**config.mk**
```make
export PLATFORM = sky130hd
export DESIGN_NAME = imem_loader
export DESIGN_NICKNAME = d
export VERILOG_FILES = /design/src/rtl/loader_pkg.sv /design/src/rtl/imem_loader.sv
export SDC_FILE = /design/constraint.sdc
export NUM_CORES = 1
export LEC_CHECK = 0
export CAP_MARGIN = 20
export CORE_MARGIN = 2
export CORE_UTILIZATION = 30
export DETAILED_ROUTE_END_ITERATION = 7
export SLEW_MARGIN = 20
export SYNTH_ARGS = -nofsm -noshare
export SYNTH_HDL_FRONTEND = slang
export SYNTH_SLANG_ARGS = --single-unit
```
**constraint.sdc**
```tcl
create_clock -name clk -period 3.6 [get_ports clk]
set_input_delay 0.72 -clock clk [delete_from_list [all_inputs] [get_ports clk]]
set_output_delay 0.72 -clock clk [all_outputs]
set_load 0.02 [all_outputs]
```
**src/rtl/loader_pkg.sv**
```systemverilog
// Shared definitions for the instruction-memory program loader.
//   OPCODE_W / LIT_W / INSTR_W : instruction word layout {opcode, literal}
//   MAX_WORDS                  : largest program, encoded as header byte 0
//   state_e                    : loader FSM states
package loader_pkg;

  localparam int OPCODE_W  = 7;
  localparam int LIT_W     = 8;
  localparam int INSTR_W   = OPCODE_W + LIT_W;
  localparam int MAX_WORDS = 256;

  typedef enum logic [2:0] {
    ST_IDLE  = 3'd0,
    ST_LEN   = 3'd1,
    ST_HI    = 3'd2,
    ST_LO    = 3'd3,
    ST_WRITE = 3'd4,
    ST_DONE  = 3'd5
  } state_e;

endpackage

```
**src/rtl/imem_loader.sv**
```systemverilog
// Byte-stream program loader. Takes a length-prefixed byte stream
// (header N, then N {opcode, literal} byte pairs) and writes the
// assembled instruction words into instruction memory starting at
// address 0, holding the CPU while the load is in progress.
//
// Ports
//   clk, rst_n      system clock, async active-low reset
//   start           begin a load (only looked at in IDLE)
//   s_valid/s_data  input byte stream
//   s_ready         loader accepts a byte this cycle
//   im_we           one-cycle instruction memory write strobe
//   im_addr         write address
//   im_wdata        instruction word {opcode, literal}
//   cpu_hold        PC hold request
//   busy            FSM not idle
//   done            one-cycle pulse at end of a successful load
//   error           sticky malformed-stream flag
//
// state | meaning
// ------+-----------------------------------------------------------
// IDLE  | waiting for start; no bytes consumed
// LEN   | consume header byte (instruction count, 0 means 256)
// HI    | consume opcode byte; bit 7 set aborts with error
// LO    | consume literal byte, assemble the word
// WRITE | im_we strobe for the assembled word, advance or finish
// DONE  | one-cycle done pulse, then back to IDLE
module imem_loader #(
  parameter int ADDR_W   = 8,
  parameter int OPCODE_W = 7,
  parameter int LIT_W    = 8
) (
  input  logic                      clk,
  input  logic                      rst_n,
  input  logic                      start,
  input  logic                      s_valid,
  input  logic [7:0]                s_data,
  output logic                      s_ready,
  output logic                      im_we,
  output logic [ADDR_W-1:0]         im_addr,
  output logic [OPCODE_W+LIT_W-1:0] im_wdata,
  output logic                      cpu_hold,
  output logic                      busy,
  output logic                      done,
  output logic                      error
);
  import loader_pkg::*;

  // One extra bit so a full 256-word program count fits.
  localparam int CNT_W = $clog2(MAX_WORDS) + 1;

  state_e              state;
  logic [CNT_W-1:0]    word_cnt;
  logic [CNT_W-1:0]    word_total;
  logic [OPCODE_W-1:0] opcode;
  logic                xfer;

  // Handshake side is decoded from registered state only, never from s_valid.
  assign s_ready = (state == ST_LEN) || (state == ST_HI) || (state == ST_LO);
  assign xfer    = s_valid && s_ready;

  assign im_we   = (state == ST_WRITE);
  assign busy    = (state != ST_IDLE);
  assign done    = (state == ST_DONE);
  assign im_addr = word_cnt[ADDR_W-1:0];

  always_ff @(posedge clk or negedge rst_n) begin
    if (!rst_n) begin
      state      <= ST_IDLE;
      word_cnt   <= '0;
      word_total <= '0;
      opcode     <= '0;
      im_wdata   <= '0;
      cpu_hold   <= 1'b0;
      error      <= 1'b0;
    end else begin
      case (state)
        ST_IDLE: begin
          if (start) begin
            state    <= ST_LEN;
            error    <= 1'b0;
            cpu_hold <= 1'b1;
            word_cnt <= '0;
          end
        end
        ST_LEN: begin
          if (xfer) begin
            word_total <= (s_data == 8'd0) ? CNT_W'(MAX_WORDS) : {1'b0, s_data};
            state      <= ST_HI;
          end
        end
        ST_HI: begin
          if (xfer) begin
            if (s_data[7]) begin
              // Abort leaves cpu_hold set: memory holds a partial program.
              error <= 1'b1;
              state <= ST_IDLE;
            end else begin
              opcode <= s_data[OPCODE_W-1:0];
              state  <= ST_LO;
            end
          end
        end
        ST_LO: begin
          if (xfer) begin
            im_wdata <= {opcode, s_data[LIT_W-1:0]};
            state    <= ST_WRITE;
          end
        end
        ST_WRITE: begin
          // word_cnt is the index of the word being written, so the
          // last word is the one where index+1 reaches the total.
          if (word_cnt + CNT_W'(1) == word_total) begin
            cpu_hold <= 1'b0;
            state    <= ST_DONE;
          end else begin
            word_cnt <= word_cnt + CNT_W'(1);
            state    <= ST_HI;
          end
        end
        ST_DONE: state <= ST_IDLE;
        default: state <= ST_IDLE;
      endcase
    end
  end

endmodule

```
==> summary.md <==
| Metric | Value |
|---|---|
| N_diodes | `0` |
| FFs w/ async S/R, synth | `100%` |
| # DRC | `0` |
| Critical Path Start | `word_cnt[0]` |
| Most common cell in the netlist | `dfrtp_1` |
| Final worst-path cycle share | `76.4%` |
| GRT Util Overall | `11.6%` |
| CP cell instances | `ha_1 > xor3_1 > a2111oi_2 > o211ai_1 > a211o_1 > o21ai_4 > mux2_1 > a21o_1` |
| Cts repair resizes | `0` |
| Clk sinks | `45` |
| Internal | `1.39 mW` |
| Yosys cell types | `45` |
| Min-delay worst type | `in2async` |
| Die height | `90.6 um` |
| Largest net degree at the start of global routing | `46` |
| Commonest cells post-synth | `45 x dfrtp_1, 30 x mux2_2, 10 x buf_4, 10 x nand2_1, 8 x o21ai_0` |
| Max H-tree Level | `2` |
| Post-synth EDFFs | `0` |
| Core Rows | `31` |
| Post-synth top area share | `50.1%` |
| Final hold violation count | `0` |
| Minimum clock period | `2.75 ns` |
| Clock power frac | `18.0%` |
| Clock-pin slew on the worst setup and hold paths | `0.09 ns` |
| Root Buffer | `clkbuf_8` |
| Synth Net Count | `205` |
| Starting density of the core | `31.0%` |
| Post-Layout Cell Count | `323` |
| Gpl congestion | `0.845` |
| Vias/cell | `4.81` |
| Fillcell total | `714` |
| NumNets Final | `237` |
| Yosys top cell by area | `dfrtp_1` |
| ANT nets after route | `0` |
| Crit-path max cell delay | `0.49 ns` |
| Sw Ratio | `34.6%` |
| Wire per inst | `14.0 um` |
| Pre-Repair DR Iteration Count | `4` |
| Data required time of the critical path | `3.80 ns` |
| Warnings from Yosys | `0` |
| Skew final | `0.00843 ns` |
| Worst skew pair latency | `0.30 ns` |
| GRT overflow | `0` |
| Number of I/O pins | `41` |
| Comb power frac | `41.3%` |
| Post-CTS Hold Buffers | `0` |
| Routed WL | `4520 um` |
| CP delay by family, top | `compound AO/OA/AOI/OAI gates` |
| Setup repair bufs after CTS | `0` |
| Max Cap Viol | `0` |
| Pwr dens | `764 nW/um^2` |
| CP bufs+invs | `0` |
| CTS tree | `built` |
| Die width | `90.6 um` |
| Final HPWL DP | `3230 um` |
| #FFs+latches synth | `45` |
| Kind of critical path | `reg2reg` |
| RR Startpoint | `word_cnt[0]` |
| Mapped cell area | `2250 um^2` |
| Mapped Cells | `192` |
| Headroom to the max-slew limit | `45.6%` |
| Main synth FF type | `dfrtp_1` |
| Critical path fanouts, max | `9` |
| DR vias | `1554` |
| Initial antenna violation count | `0` |
| VDD IR max | `426 uV` |
| Max frequency | `364 MHz` |
| Largest cells by area after synthesis | `dfrtp_1 50%, mux2_2 15%, buf_4 3.3%, xnor2_1 2.7%, o21ai_0 1.8%` |
| Syn_area_per_cell | `11.7 um^2` |
| Switching pwr | `737 uW` |
| Placed insts | `316` |
| Critical Path Start Type | `flip-flop` |
| PortBufs | `40` |
| Core area | `7250 um^2` |
| First-pass GRT wire length | `7560 um` |
| Via count of the first global-routing pass | `1584` |
| CP Data Arrival Time | `2.95 ns` |
| Leakage | `1.10 nW` |
| Sequential fraction of the synthesis area | `50.1%` |
| CTS max path bufs | `2` |
| Number of max-slew violations in the final report | `0` |
| Cts bufs inserted | `5` |
| DRT iter0 DRCs | `76` |
| Layout cells sized above 1 | `20.5%` |
| Critical path's slowest cell | `dfrtp_1` |
| Final Setup Violations | `0` |
| TNS Setup | `0 ns` |
| Syn-to-layout area delta | `24.0%` |
| RSZ-0062 raised after global routing | `no` |
| Die footprint | `8200 um^2` |
| Worst setup EP type | `flip-flop` |
| Flop pwr share | `40.6%` |
| Worst-Margin Slew | `0.813 ns` |
| Run status | `finished, final reports clean` |
-- flip-flops by register name, indices dropped and copies added (netlist names) --
name	count
state	3
opcode	7
word_cnt	9
im_wdata	15
error	1
word_total	9
cpu_hold	1
-- through the flow --
step	total power [mW]	utilization [%]	setup slack, ns	area [um^2]	hold WS [ns]
after global placement	1.76	36.9	0.884	2680	0.486
after floorplan	1.43	-	0.979	2250	0.424
after CTS	2.16	38.4	0.838	2790	0.513
after detailed placement	1.77	36.9	0.806	2680	0.489
after global routing	2.28	38.4	0.668	2790	0.452
final	2.13	38.4	0.851	2790	0.406
-- path summary, 6_finish.rpt --
check | cells after the start | endpoint | slack [ns]
min in group clk | 1 | word_cnt[8] | 0.51
worst max register to register | 8 | word_cnt[6] | 0.85
max in group asynchronous | 1 | im_wdata[0] | 2.80
worst max-delay path | 8 | word_cnt[6] | 0.85
worst min register to register | 1 | word_cnt[8] | 0.51
worst min-delay path | 1 | cpu_hold | 0.41
-- cell families after synthesis --
group                    share of synthesized area, %
flip-flops                                       50.1
buffers and inverters                            5.68
AO/OA/AOI/OAI                                    10.9
XOR/XNOR                                         4.56
multiplexers                                     16.9
AND/OR/NAND/NOR                                  11.4
adder cells (fa/ha/maj)                         0.556
-- layout by cell type (no fill, tap or decap), types with 2 or more instances in the layout --
cell type and count:
inv_1 6, xor2_1 2, nor3_1 5, o31ai_1 2, buf_4 3, o21ai_0 8, o211ai_1 4, nand2_1 10
mux2_2 30, mux2i_1 3, dfrtp_1 45, a21oi_1 5, nand3_1 7, nor2b_1 2, nor2_1 7, and2_1 4
clkbuf_8 5, xnor2_1 7, o311ai_0 2, nor4_1 2, clkdlybuf4s50_1 39
-- metal layers --
layer / vias to the layer above / GRT usage, % / wire (um) / part of all wire [%]
met1: 760 / 13.9 / 2120 / 47
met4: 0 / 4.23 / 63 / 1.4
met5: - / 0 / 0 / 0
met2: 32 / 19.3 / 2130 / 47
li1: 756 / - / - / -
met3: 6 / 3.92 / 202 / 4.5
-- layout make-up --
| class | count | area [um^2] | area share [%] |
|---|---|---|---|
| Sequential cell | 45 | 1130 | 40.4 |
| Multi-Input combinational cell | 124 | 995 | 35.7 |
| Timing Repair Buffer | 42 | 413 | 14.8 |
| Tap cell | 99 | 124 | 4.44 |
| Clock buffer | 5 | 68.8 | 2.47 |
| Clock inverter | 2 | 38.8 | 1.39 |
| Inverter | 6 | 22.5 | 0.808 |
-- power by group through the flow --
| stage | Clock [mW] | Combinational (mW) | Sequential (mW) |
|---|---|---|---|
| floorplan | 0 | 0.493 | 0.934 |
| global placement | 0 | 0.885 | 0.874 |
| detailed placement | 0 | 0.893 | 0.877 |
| CTS | 0.400 | 0.897 | 0.867 |
| global route | 0.424 | 0.959 | 0.897 |
| finish | 0.384 | 0.880 | 0.866 |
Power figures use the tool's default switching activity.
